===== src/rtl/sram_port_arbiter.sv =====
// Shares one SRAM-like bridge port among NREQ requesters: round-robin grant locked until addr_ok,
// with an in-order ID FIFO that steers each data_ok/rdata back to the requester that issued it.
module sram_port_arbiter #(
  parameter int NREQ        = 3,
  parameter int ID_W        = 2,
  parameter int OUTSTANDING = 4,
  parameter int CNT_W       = 3
) (
  input  logic                 clk,
  input  logic                 reset,
  input  logic [NREQ-1:0]      m_req,
  input  logic [NREQ-1:0]      m_wr,
  input  logic [2*NREQ-1:0]    m_size,
  input  logic [32*NREQ-1:0]   m_addr,
  input  logic [4*NREQ-1:0]    m_wstrb,
  input  logic [32*NREQ-1:0]   m_wdata,
  output logic [NREQ-1:0]      m_addr_ok,
  output logic [NREQ-1:0]      m_data_ok,
  output logic [31:0]          m_rdata,
  output logic                 s_req,
  output logic                 s_wr,
  output logic [1:0]           s_size,
  output logic [31:0]          s_addr,
  output logic [3:0]           s_wstrb,
  output logic [31:0]          s_wdata,
  input  logic                 s_addr_ok,
  input  logic                 s_data_ok,
  input  logic [31:0]          s_rdata,
  output logic                 err
);

  localparam int PTR_W = (OUTSTANDING > 1) ? $clog2(OUTSTANDING) : 1;

  typedef enum logic {IDLE, LOCKED} state_t;

  state_t             state_q;
  logic [ID_W-1:0]    lock_id_q;
  logic [ID_W-1:0]    rr_ptr_q;
  logic [ID_W-1:0]    fifo_q [OUTSTANDING];
  logic [PTR_W-1:0]   wr_ptr_q, rd_ptr_q;
  logic [CNT_W-1:0]   count_q;
  logic               err_q;
  logic               blank_q;

  logic               blank;
  logic               cand_vld;
  logic [ID_W-1:0]    cand_id;
  logic [ID_W-1:0]    grant_id;
  logic               req_raw;
  logic               full;
  logic               accept;
  logic               pop;
  logic               orphan;
  int                 idx;

  // Outputs are held at zero while reset is asserted and for the cycle right after it.
  assign blank = reset | blank_q;
  assign full  = (count_q == CNT_W'(OUTSTANDING));

  // Lowest k wins, so iterate downward and let later (smaller k) hits overwrite.
  always_comb begin
    cand_vld = 1'b0;
    cand_id  = '0;
    idx      = 0;
    for (int k = NREQ - 1; k >= 0; k--) begin
      idx = int'(rr_ptr_q) + k;
      if (idx >= NREQ) idx = idx - NREQ;
      if (m_req[idx]) begin
        cand_vld = 1'b1;
        cand_id  = ID_W'(idx);
      end
    end
  end

  always_comb begin
    if (state_q == LOCKED) begin
      grant_id = lock_id_q;
      req_raw  = m_req[lock_id_q];
    end else begin
      grant_id = cand_id;
      req_raw  = cand_vld && !full;
    end
  end

  assign s_req   = req_raw && !blank;
  assign accept  = s_req && s_addr_ok;
  assign pop     = s_data_ok && (count_q != '0) && !blank;
  assign orphan  = s_data_ok && (count_q == '0) && !blank;

  assign s_wr    = s_req ? m_wr[grant_id]             : 1'b0;
  assign s_size  = s_req ? m_size[grant_id*2 +: 2]    : 2'd0;
  assign s_addr  = s_req ? m_addr[grant_id*32 +: 32]  : 32'd0;
  assign s_wstrb = s_req ? m_wstrb[grant_id*4 +: 4]   : 4'd0;
  assign s_wdata = s_req ? m_wdata[grant_id*32 +: 32] : 32'd0;

  assign m_addr_ok = accept ? (NREQ'(1) << grant_id) : '0;
  assign m_data_ok = pop ? (NREQ'(1) << fifo_q[rd_ptr_q]) : '0;
  assign m_rdata   = blank ? 32'd0 : s_rdata;
  assign err       = err_q;

  always_ff @(posedge clk) begin
    if (reset) begin
      state_q   <= IDLE;
      lock_id_q <= '0;
      rr_ptr_q  <= '0;
      wr_ptr_q  <= '0;
      rd_ptr_q  <= '0;
      count_q   <= '0;
      err_q     <= 1'b0;
      blank_q   <= 1'b1;
    end else begin
      blank_q <= 1'b0;
      case (state_q)
        IDLE: if (s_req && !s_addr_ok) begin
          state_q   <= LOCKED;
          lock_id_q <= grant_id;
        end
        LOCKED: if (!s_req || s_addr_ok) state_q <= IDLE;
        default: state_q <= IDLE;
      endcase
      if (accept) begin
        fifo_q[wr_ptr_q] <= grant_id;
        wr_ptr_q <= (wr_ptr_q == PTR_W'(OUTSTANDING - 1)) ? '0 : wr_ptr_q + 1'b1;
        rr_ptr_q <= (grant_id == ID_W'(NREQ - 1)) ? '0 : grant_id + 1'b1;
      end
      if (pop)
        rd_ptr_q <= (rd_ptr_q == PTR_W'(OUTSTANDING - 1)) ? '0 : rd_ptr_q + 1'b1;
      if (accept && !pop)      count_q <= count_q + 1'b1;
      else if (!accept && pop) count_q <= count_q - 1'b1;
      if (orphan) err_q <= 1'b1;
    end
  end

endmodule


===== config.mk =====
export PLATFORM = sky130hd
export DESIGN_NAME = sram_port_arbiter
export DESIGN_NICKNAME = d
export VERILOG_FILES = /design/src/rtl/sram_port_arbiter.sv
export SDC_FILE = /design/constraint.sdc
export NUM_CORES = 1
export LEC_CHECK = 0
export ABC_AREA = 1
export ABC_CLOCK_PERIOD_IN_PS = 5100
export BUFFER_PORTS_ARGS = -buffer_cell sky130_fd_sc_hd__buf_2
export CORE_AREA = 2 2 140 142
export DETAILED_ROUTE_END_ITERATION = 7
export DIE_AREA = 0 0 142 144
export SLEW_MARGIN = 0
export SYNTH_ARGS = -nofsm -noshare
export SYNTH_HDL_FRONTEND = slang
export SYNTH_SLANG_ARGS = --single-unit

===== constraint.sdc =====
create_clock -name clk -period 5.1 [get_ports clk]
set_input_delay 0.255 -clock clk [delete_from_list [all_inputs] [get_ports clk]]
set_output_delay 0.255 -clock clk [all_outputs]
set_load 0.005 [all_outputs]

## Yosys cells after proc, flatten, opt, wreduce, memory -nomap -nowiden

Memory sizes are Yosys's and may differ from the RTL's. A register that Yosys moved wholly into a read port is not among the register bits.
Index checks and enable logic that the tools add are counted.

| word-level totals | value |
|---|---|
| word-level logic and storage cells | 106 |
| latch bits | 0 |
| output and inout port bits | 111 |
| bits in writable memories | 8 |
| register bits | 14 |
| memory bits (read-only) | 0 |
| memories kept | 1 |
| input port bits | 252 |

| cells by class | value |
|---|---|
| divide/modulo/power cells | 0 |
| multiplexer cells | 46 |
| equality and inequality tests | 4 |
| shift-type cells | 6 |
| order comparisons | 8 |
| bitwise gates (word level) | 2 |
| add/subtract/negate cells | 10 |
| multiply operators | 0 |
| reductions and logical operators | 21 |

Memory list:

| memory | words | width | rd ports | clocked after Yosys merged registers in | write ports | line | RTL |
|---|---|---|---|---|---|---|---|
| fifo_q | 4 | 2 | 1 | 1 | 1 | 39 | `logic [ID_W-1:0] fifo_q [OUTSTANDING];` |

Operators by type and width:

| kind | number |
|---|---|
| two-way mux 32 bit | 6 |
| indexed part select 96 x 8 -> 32 bit | 2 |
| < comparator 32 x 4 -> 1 bit, second input constant | 3 |
| two-way mux 2 bit | 10 |
| two-way mux 1 bit | 19 |
| two-way mux 3 bit | 4 |
| indexed part select 12 x 5 -> 4 bit | 1 |
| binary-select mux 1 bit (select 2 bit) | 5 |
| logical AND 1 bit | 10 |
| subtractor 3 x 2 -> 4 bit, second input constant | 2 |
| adder 2 x 1 -> 2 bit, second input constant | 3 |
| equality test 2 bit, second input constant | 3 |
| greater-or-equal comparator 3 x 2 -> 1 bit, second input constant | 2 |
| logical NOT 1 bit | 6 |
| < comparator 2 x 3 -> 1 bit, second input constant | 2 |
| indexed part select 6 x 4 -> 2 bit | 1 |
| left shift 1 x 2 -> 3 bit, first input constant | 2 |
| two-way mux 4 bit | 1 |
| adder 2 x 1 -> 3 bit, second input constant | 1 |
| adder 2 x 2 -> 3 bit, second input constant | 1 |
| adder 3 x 1 -> 3 bit, second input constant | 1 |
| equality test 3 bit, second input constant | 1 |
| logical NOT 3 bit | 1 |
| nonzero test 3 bit | 1 |
| 9 further kinds | 9 |

## Longest topological paths before layout

Gate-level depths: netlist of the first run.

| logic depth | value |
|---|---|
| depth after elaboration | 17 |
| depth in mapped cells | 20 |
| gate-level depth less buffers | 20 |

## Worst setup path after synthesis of the first run

OpenSTA, ideal clock, no wires.

| path | value |
|---|---|
| path type | register to register |
| start point | reg rr_ptr_q[0] |
| end point | reg count_q[2] |
| data required time | 5.030 ns |
| arrival | 2.442 ns |
| setup time | 0.070 ns |
| buffers on the path | 0 |
| clock period less this slack | 2.512 ns |
| cell stages (with the launch flop) | 18 |
| path slack | 2.588 ns |
| path through | dfxtp_1 inv_1 ha_1 nor3_1 nor2_2 nand3_1 nand2_1 nand2_1 nand2_1 nor2_1 ha_1 inv_1 fa_1 nor2_1 nor2_1 nand2_1 o21ai_0 a21oi_1 |

| on the way | value |
|---|---|
| word-level cells in the longest chain between the ends | 16 |
| elaborated cells on any way between the ends | 32 |
| classes of those cells | add/sub: 5; order compare: 3; mux: 17; reduce/logical: 7 |

RTL lines:

| what | line | RTL |
|---|---|---|
| from (decl) | 38 | `logic [ID_W-1:0] rr_ptr_q;` |
| from (signal assigned) | 124 | `rr_ptr_q <= (grant_id == ID_W'(NREQ - 1)) ? '0 : grant_id + 1'b1;` |
| adder 2 x 2 -> 3 bit | 66 | `idx = int'(rr_ptr_q) + k;` |
| subtractor 3 x 2 -> 4 bit or greater-or-equal comparator 3 x 2 -> 1 bit (tied branches) | 67 | `if (idx >= NREQ) idx = idx - NREQ;` |
| two-way mux 32 bit | 67 |  |
| binary-select mux 1 bit (select 2 bit) | 68 | `if (m_req[idx]) begin` |
| two-way mux 1 bit (not written as such) (2 in a row) | 68 |  |
| two-way mux 1 bit (2 in a row) | 68 |  |
| two-way mux 1 bit (*) | 68 |  |
| logical AND 1 bit (*) | 81 | `req_raw = cand_vld && !full;` |
| two-way mux 1 bit (*) | 76 | `if (state_q == LOCKED) begin` |
| logical AND 1 bit (*) | 85 | `assign s_req = req_raw && !blank;` |
| logical AND 1 bit (*) | 86 | `assign accept = s_req && s_addr_ok;` |
| net accept | 51 | `logic accept;` |
| logical NOT 1 bit | 129 | `else if (!accept && pop) count_q <= count_q - 1'b1;` |
| logical AND 1 bit | 129 |  |
| nonzero test 2 bit (no source line) | -- |  |
| to (signal assigned) | 128 | `if (accept && !pop) count_q <= count_q + 1'b1;` |
| to (signal assigned) | 129 |  |
| to (decl) | 41 | `logic [CNT_W-1:0] count_q;` |

Mark *: on every way through the listed nets, which the timed path passes. The rest lies on a longest branch. The select of a mux whose other input is x is not followed.
A chain may end at the register's enable or synchronous reset.

## Final worst setup path of the first run

| path | value |
|---|---|
| start point | reg rr_ptr_q[0] |
| end point | out s_addr[28] |

| on the way | value |
|---|---|
| word-level cells in the longest chain between the ends | 13 |
| elaborated cells on any way between the ends | 32 |
| classes of those cells | add/sub: 5; order compare: 3; shift: 1; mux: 21; reduce/logical: 2 |

RTL lines:

| what | line | RTL |
|---|---|---|
| branches (longest 12 deep; another with subtractor 3 x 2 -> 4 bit) | -- |  |
| two-way mux 32 bit (*) | 92 | `assign s_addr = s_req ? m_addr[grant_id*32 +: 32] : 32'd0;` |
| to (decl) | 23 | `output logic [31:0] s_addr,` |

Mark *: on every way between the ends. The select of a mux whose other input is x is not followed.

==> impl_metrics.yaml, run 1 <==
status:
  outcome: "complete, no violations"
die:
  initial_core_util_pct: 23.2
  die_h_microns: 144
  io-pin-count: 363
  dieArea_sq_um: 20400
  die_x_microns: 142
  rows: 51
  core-area_sq_um: 19100
flow_run:
  maxCapViolCount: 0
placement:
  place.port_buffers: 362
  gp_congestion: 0.806
  dpl.hpwl_microns: 13000
power_and_ir_drop:
  pwr-share-seq_pct: 21.4
  pwr-share-clk_pct: 16.7
  peakVddDrop_v: 0.0000892
  power.leakage_nw: 3.94
  power.density_nw_per_um2: 160
  p_sw_mw: 0.446
  p_int_mw: 0.559
  p_total_mw: 1.01
  power_frac_comb_pct: 61.9
  power.share.switching_pct: 44.4
global_routing:
  grt_max_degree: 91
  first_global_vias: 5340
  gr-total-overflow: 0
  grt_pass1_wl_microns: 25800
  antenna_found_initial: 0
  grt_usage_pct: 15.0
clocking:
  htree_levels: 1
  cts.reportedPaths.clkPinSlew_ns: 0.06
  clk_latency_ns: 0.25
  cts_tree: "built"
  cts_setup_buffers: 0
  clock_path_buffers: 2
  clock-sinks: 24
  cts_resized: 0
  cts_made_buffers: 3
  ctsHoldBuffers: 0
  clock-root-buffer: "clkbuf_16"
critical_path:
  crit_path_start_kind: "register"
  reg2reg_slack_ns: 1.83
  crit_required_ns: 4.85
  cp_max_fo: 68
  setup.worst_path.class: "register to output pin"
  arrival_ns: 3.69
  critical_path.cell_chain: "inv_1 -> ha_1 -> nor3_1 -> nor2_2 -> nand2_1 -> nand2_1 -> nand2_4 -> nand2_4 -> buf_4 -> nand3_2 -> nand3_1 -> nand2_1 -> inv_1 -> buf_2"
  cp_common_cell: "nand2_1"
  crit_path_max_incr_delay_ns: 0.70
  end_kind: "output pin"
  slowest_stage: "nand2_4"
sta:
  tns_ns: 0
  slew_headroom_pct: 22.6
  max_freq_ghz: 0.254
  fin_crit_sh_pct: 77.3
  tightest_slew_ns: 1.16
  maxSlewViolCount: 0
  min_period_ns: 3.94
  skew_ns: 0.00204
  hold_viol: 0
  setup_viol_count_final: 0
  rsz0062_at_grt: "no"
final_layout:
  area_growth_pct: 41.7
  drive_gt1_share_pct: 42.0
  antenna_cells: 0
  fin_nets: 1311
drt:
  avgRoutedWirePerCell_microns: 13.4
  firstDrtPassIters: 5
  via_per_inst: 4.79
  via_count: 6159
  ant_nets: 0
  drc: 0
  route.final.wire_length_microns: 17300
  drt_iter0_drc: 305
synthesis:
  yosysUniqueCellTypes: 29
  syn-num-nets: 1009
  syn_inst: 748
  seq_area_frac_synth_pct: 12.6
  syn_area_sq_um: 4440
  ys_seq_elements: 24
  synth_area_per_cell_sq_um: 5.93
  yosys_warnings: 0
hold_path:
  worstHoldPathType: "input pin to register"
==> metrics by stage <==
step / instances / utilization (%) / setup WS, ns / hold WS, ns / instance area (sq um)
after floorplan: 748 / - / 2.59 / 0.283 / 4440
after global placement: 1283 / 32.5 / 1.48 / 0.458 / 6210
after detailed placement: 1283 / 32.5 / 1.45 / 0.479 / 6210
after CTS: 1287 / 33.0 / 1.18 / 0.216 / 6290
after global routing: 1287 / 33.0 / 0.844 / 0.215 / 6290
final: 1287 / 33.0 / 1.16 / 0.220 / 6290
==> metal layers <==
| metal | up-vias | share of wire [%] | global-route usage (%) |
|---|---|---|---|
| li1 | 3129 | - | - |
| met1 | 2735 | 43 | 19.7 |
| met2 | 273 | 48 | 26.6 |
| met3 | 22 | 7.2 | 2.15 |
| met4 | 0 | 1.6 | 2.42 |
| met5 | - | 0 | 0 |
==> final timing paths <==
kind,cells after the start,start,endpoint
max,14,rr_ptr_q[0]$_SDFFE_PP0P_,s_addr[28]
min,2,s_addr_ok,state_q$_SDFF_PP0_
max reg2reg,9,rr_ptr_q[0]$_SDFFE_PP0P_,fifo_q[1][0]$_DFFE_PP_
min reg2reg,2,err$_SDFFE_PP0P_,err$_SDFFE_PP0P_
==> power groups by stage <==
stage	Sequential (mW)	Combinational (mW)	Clock (mW)
after floorplan	0.217	0.433	0
after global placement	0.219	0.627	0
after detailed placement	0.219	0.627	0
after CTS	0.215	0.629	0.170
after global routing	0.217	0.704	0.181
final	0.215	0.623	0.168
==> layout by cell type (no fill, tap or decap), types with 6 or more instances in the layout <==
cell / synthesis / layout
ha_1: 8 / 8
nand2_1: 119 / 117
nand3_2: 60 / 60
inv_1: 137 / 137
buf_4: 7 / 6
nand3_1: 88 / 88
edfxtp_1: 8 / 8
nor2_1: 57 / 57
a21oi_1: 13 / 13
dfxtp_1: 16 / 16
nand4_1: 145 / 145
nor3_1: 6 / 6
buf_2: 28 / 362
==> sequential cells by signal (all words and copies together), names as in the netlist, named ones only <==
signal,flops
count_q,3
err,1
blank_q,1
rd_ptr_q,2
rr_ptr_q,2
fifo_q,8
lock_id_q,2
state_q,1
wr_ptr_q,2
==> layout make-up <==
class                   instances  area (sq um)
clock buffers                   3          75.1
fillers                      2148         12800
multi-input cells             511          2940
clock inverters                 1          3.75
flip-flops and latches         24           561
inverters                     141           534
well taps                     238           298
repair buffers                369          1880
==> logic make-up (layout without fill, tap and decap cells) <==
kind of cell | Yosys count | after routing | synth area share (%)
XOR/XNOR | 1 | 1 | 0.197
AO/OA/AOI/OAI | 23 | 23 | 2.99
flip-flops | 24 | 24 | 12.6
AND/OR/NAND/NOR | 478 | 478 | 60.0
adder cells (fa/ha/maj) | 9 | 9 | 2.71
buffers and inverters | 213 | 514 | 21.4
==> worst max-delay path: cells and delay by family, from the launching register on <==
kind	cells	cell delay, ns
buf+inv	4	0.69
fa+ha+maj	1	0.36
simple gates	9	1.96
flops	1	0.35
==> cell usage after synthesis, drive strengths merged <==
library cell / instances / area share (%)
nand4: 145 / 20
nand3: 148 / 23
buf: 48 / 7.5
o211a: 1 / 0.23
xor2: 1 / 0.20
a21oi: 13 / 1.5
fa: 1 / 0.45
edfxtp: 8 / 5.4
clkbuf: 24 / 2.0
a32oi: 1 / 0.20
nor3: 6 / 0.68
a32o: 1 / 0.23
o211ai: 1 / 0.17
o21ai: 5 / 0.56
inv: 141 / 12
ha: 8 / 2.3
nand2: 121 / 10
nor2: 58 / 5.0
a31oi: 1 / 0.14
dfxtp: 16 / 7.2
No activity file was read; power rests on OpenSTA's default activity.
==> inputs of run 2 (changes only) <==
Settings changed: ABC_AREA 1 to 0, ABC_CLOCK_PERIOD_IN_PS 5100 to 3380, CORE_AREA 2 2 140 142 to 2 2 139 141, DIE_AREA 0 0 142 144 to 0 0 141 143.
Clock period 5.1 ns to 3.38 ns, I/O delays scaled along.
==> impl_metrics.yaml, run 2 <==
status:
  outcome: "complete, no violations"
placement:
  gp_congestion: 0.780
  place.port_buffers: 362
  place_ws_ns: 0.384
  dpl.hpwl_microns: 15400
  dpl_cell_area_sq_um: 7130
  placed_cells: 1262
die:
  dieArea_sq_um: 20200
  die_x_microns: 141
  rows: 50
  io-pin-count: 363
  die_h_microns: 143
  core-area_sq_um: 18600
  initial_core_util_pct: 28.1
clocking:
  clock-sinks: 24
  clock_path_buffers: 2
  clk_latency_ns: 0.26
  cts_setup_buffers: 0
  clock-root-buffer: "clkbuf_16"
  cts_made_buffers: 3
  cts.reportedPaths.clkPinSlew_ns: 0.06
  htree_levels: 1
  cts_tree: "built"
  ctsHoldBuffers: 0
  cts_resized: 0
final_layout:
  stdcell_area_sq_um: 7240
  largest-register: "fifo_q"
  area_growth_pct: 38.7
  top_regs: "fifo_q x8, count_q x3"
  final_common_cell: "buf_2"
  utilization_pct: 38.9
  drive_gt1_share_pct: 45.2
  mostFrequentLayoutCells: "buf_2 (362), and3_1 (76), nand2_1 (74), nand3_1 (74)"
  fin_cells: 1266
  largest_reg_flops: 8
  antenna_cells: 0
  fin_nets: 1294
synthesis:
  yosys_warnings: 0
  yosysTopAreaCell: "mux2_2"
  ys_seq_elements: 24
  syn_area_sq_um: 5220
  yosysUniqueCellTypes: 43
  synth_edf_count: 8
  syn_inst: 734
  syn-num-nets: 995
  yosysMostFrequentCell: "and3_1"
  ys_async_sr_fraction_pct: 0
  synth_top_area_share_pct: 15.3
  synth_area_per_cell_sq_um: 7.11
  synthFlopType: "dfxtp_1"
  synth_commonest_cells: "and3_1 (76), nand3_1 (75), nand2_1 (74)"
  netlist_top_cells_area: "mux2_2 (15%), a22oi_1 (10%), o21a_1 (10%)"
  seq_area_frac_synth_pct: 10.7
critical_path:
  setup.worst_path.class: "register to output pin"
  crit_path_start_kind: "register"
  cp_max_fo: 74
  startpoint: "rr_ptr_q[0]$_SDFFE_PP0P_"
  crit_required_ns: 3.21
  arrival_ns: 3.02
  end_kind: "output pin"
  r2r-start: "rr_ptr_q[0]$_SDFFE_PP0P_"
global_routing:
  first_global_vias: 6425
  gr-total-overflow: 0
  grt_usage_pct: 19.7
  grt_pass1_wl_microns: 32900
  grt_max_degree: 76
  antenna_found_initial: 0
sta:
  whs_ns: 0.117
  tightest_slew_ns: 0.836
  max_freq_ghz: 0.313
  setup_ws_ns: 0.189
  hold_viol: 0
  slew_headroom_pct: 44.2
  min_period_ns: 3.19
  skew_ns: 0.00133
  fin_crit_sh_pct: 94.4
  tns_ns: 0
  maxSlewViolCount: 0
  setup_viol_count_final: 0
  rsz0062_at_grt: "no"
hold_path:
  worstHoldPathType: "input pin to register"
  hp-start: "s_addr_ok"
drt:
  via_count: 6921
  firstDrtPassIters: 5
  via_per_inst: 5.47
  route.final.wire_length_microns: 21500
  avgRoutedWirePerCell_microns: 17.0
  ant_nets: 0
  drt_iter0_drc: 393
  drc: 0
power_and_ir_drop:
  p_total_mw: 1.83
  power.density_nw_per_um2: 253
  power.leakage_nw: 3.61
  peakVddDrop_v: 0.000189
flow_run:
  maxCapViolCount: 0
## run 2: cell types whose count changed after synthesis, moves of 45 or more
cell / before / now
clkbuf_1: 24 / 73
nand3_2: 60 / 0
and3_1: 0 / 76
inv_1: 137 / 9
nand4_1: 145 / 0
mux2_2: 0 / 71
o21a_1: 0 / 71
nand2_1: 119 / 74
a22oi_1: 0 / 72
a31oi_1: 1 / 72
## run 2: final cells by class
type / instances / area, sq um
Sequential cell: 24 / 568
Multi-Input combinational cell: 617 / 4280
Tap cell: 234 / 293
Inverter: 9 / 33.8
Clock buffer: 3 / 75.1
Clock inverter: 1 / 30.0
Timing Repair Buffer: 378 / 1960
Fill cell: 2007 / 11300
## run 2: path summary, 6_finish.rpt
kind / to / slack, ns / depth (start not counted)
min reg2reg: err$_SDFFE_PP0P_ / 0.47 / 2
min: state_q$_SDFF_PP0_ / 0.12 / 2
max reg2reg: count_q[2]$_SDFFE_PP0P_ / 0.37 / 12
max: s_wdata[0] / 0.19 / 8
## run 2: critical path: stages (launching register included)
cell     delay (ns)
dfxtp_1        0.33
inv_1          0.06
ha_1           0.38
or4b_1         0.50
and4b_2        0.24
or3_4          0.63
and3_1         0.30
o21a_1         0.17
buf_2          0.12
## run 2: cells by family after synthesis
kind of cell / Yosys count / synth area share, %
AOI/OAI and AO/OA: 234 / 31.8
xor gates and xnor gates: 2 / 0.336
muxes: 77 / 17.0
adders and majority gates: 10 / 2.49
and+or+nand+nor: 294 / 29.7
DFF: 24 / 10.7
buffers and inverters: 93 / 7.99
## run 2: per-layer routing
metal,track usage [%],up-vias,part of all wire [%]
met5,0,-,0
met4,3.63,0,1.6
met3,2.35,24,6.7
met2,36.9,340,51
met1,24.4,3175,41
li1,-,3382,-
## run 2: power breakdown
part	internal, mW	switching (mW)	leakage, nW
combinational	0.513	0.637	3.35
sequential	0.314	0.0269	0.205
clock	0.235	0.102	0.0511
total	1.06	0.766	3.61
==> inputs of run 3 (changes only) <==
==> constraint.sdc (replaced) <==
create_clock -name clk -period 3.38 [get_ports clk]
set_input_delay 0 -clock clk [delete_from_list [all_inputs] [get_ports clk]]
set_output_delay 0 -clock clk [all_outputs]
set_load 0.005 [all_outputs]
==> impl_metrics.yaml, run 3 (synthesis gave the netlist of run 2 again) <==
global_routing:
  antenna_found_initial: 0
  grt_pass1_wl_microns: 31900
  grt_max_degree: 79
  gr-total-overflow: 0
  first_global_vias: 6411
  grt_usage_pct: 18.9
final_layout:
  mostFrequentLayoutCells: "buf_2 (362), and3_1 (76), nand2_1 (74), nand3_1 (74)"
  fin_cells: 1266
  drive_gt1_share_pct: 45.0
  seqCellArea_sq_um: 568
  area_growth_pct: 38.3
  top_regs: "fifo_q x8, count_q x3"
  fin_nets: 1294
  final_common_cell: "buf_2"
  largest_reg_flops: 8
  nFillCells: 1963
  largest-register: "fifo_q"
  multi_input_area_sq_um: 4280
  antenna_cells: 0
  utilization_pct: 38.8
hold_path:
  worstHoldPathType: "input pin to register"
clocking:
  clk_latency_ns: 0.26
  clock-root-buffer: "clkbuf_16"
  clock-sinks: 24
  cts_made_buffers: 3
  htree_levels: 1
  clock_path_buffers: 2
  cts_resized: 0
  cts.reportedPaths.clkPinSlew_ns: 0.06
  cts_tree: "built"
placement:
  gp_congestion: 0.764
  place.port_buffers: 362
  dpl.hpwl_microns: 15000
  placed_cells: 1261
drt:
  drc: 0
  firstDrtPassIters: 5
  route.final.wire_length_microns: 20900
  ant_nets: 0
  via_count: 6850
  avgRoutedWirePerCell_microns: 16.5
  via_per_inst: 5.41
  drt_iter0_drc: 315
die:
  die_h_microns: 143
  die_x_microns: 141
  dieArea_sq_um: 20200
  rows: 50
  initial_core_util_pct: 28.1
  io-pin-count: 363
  core-area_sq_um: 18600
sta:
  max_freq_ghz: 0.327
  tightest_slew_ns: 1.08
  fin_crit_sh_pct: 90.5
  setup_viol_count_final: 0
  skew_ns: 0.00496
  rsz0062_at_grt: "no"
  tns_ns: 0
  slew_headroom_pct: 28.0
  min_period_ns: 3.06
  hold_viol: 0
  maxSlewViolCount: 0
power_and_ir_drop:
  power.density_nw_per_um2: 241
  p_total_mw: 1.74
  power.leakage_nw: 3.59
  peakVddDrop_v: 0.000167
status:
  outcome: "complete, no violations"
critical_path:
  end_kind: "register"
  setup.worst_path.class: "register to register"
  crit_path_start_kind: "register"
  arrival_ns: 3.25
  crit_path_max_incr_delay_ns: 0.38
  slowest_stage: "ha_1"
  crit_required_ns: 3.57
  critical_path.cell_chain: "inv_1 -> ha_1 -> maj3_1 -> a2bb2oi_1 -> a22oi_1 -> nor2_1 -> ha_1 -> inv_1 -> fa_1 -> xor2_1 -> or3_1 -> a21oi_1"
  cp_max_fo: 7
flow_run:
  maxCapViolCount: 0
## run 3: changes by cell type in the layout (fill, tap and decap cells not counted), sizes merged
| cell | delta |
|---|---|
| clkinv | +1 |
| bufinv | -1 |
| dlygate4sd3 | +1 |
| buf | -1 |
## run 3: worst max-delay path: cells and delay by family (launching register included)
kind,cells,cell delay [ns]
adder cells (fa/ha/maj),4,1.33
AO/OA/AOI/OAI,3,0.54
AND/OR/NAND/NOR,2,0.49
flip-flops,1,0.34
XOR/XNOR,1,0.17
buffers and inverters,2,0.12
## run 3: worst paths after layout
kind,from,to,slack [ns],cells after the start
setup reg to reg,rr_ptr_q[0]$_SDFFE_PP0P_,count_q[2]$_SDFFE_PP0P_,0.32,12
hold reg to reg,err$_SDFFE_PP0P_,err$_SDFFE_PP0P_,0.49,2
hold / removal,s_data_ok,err$_SDFFE_PP0P_,0.01,3
setup / recovery,rr_ptr_q[0]$_SDFFE_PP0P_,count_q[2]$_SDFFE_PP0P_,0.32,12
## run 3: repair_timing
action	in CTS	in global routing
buffers inserted	0	0
hold buffers	1	0
endpoints found under the hold margin	1	0
## run 3: layout make-up
| type | instances | area share (%) |
|---|---|---|
| clock buffer | 3 | 1.04 |
| clock inverter | 1 | 0.0520 |
| inverter | 9 | 0.468 |
| multi-input combinational | 617 | 59.3 |
| sequential | 24 | 7.88 |
| tap | 234 | 4.06 |
| timing repair buffer | 378 | 27.2 |
## run 3: per-layer routing
layer  part of all wire [%]  GRT usage [%]  up-vias
met5                      0              0        -
met4                    2.0           4.53        0
met3                    5.6           1.95       31
met2                     51           35.6      290
met1                     42           23.0     3142
li1                       -              -     3387
## run 3: per-stage QoR
| stage | setup slack [ns] | hold WS (ns) | cell area [sq um] |
|---|---|---|---|
| 6_report | 0.322 | 0.0138 | 7210 |
| 5_1_grt | 0.124 | 0.0624 | 7210 |
| 4_1_cts | 0.327 | 0.00571 | 7210 |
| 3_5_place_dp | 0.353 | 0.223 | 7120 |
| 3_3_place_gp | 0.424 | 0.234 | 7120 |
| 2_1_floorplan | 0.381 | 0.0277 | 5220 |
## run 3: report_power, final
group          internal, mW  leakage [nW]  switching (mW)
combinational         0.513          3.35           0.627
sequential            0.314         0.205          0.0247
clock                 0.158        0.0385           0.100
total                 0.985          3.59           0.752
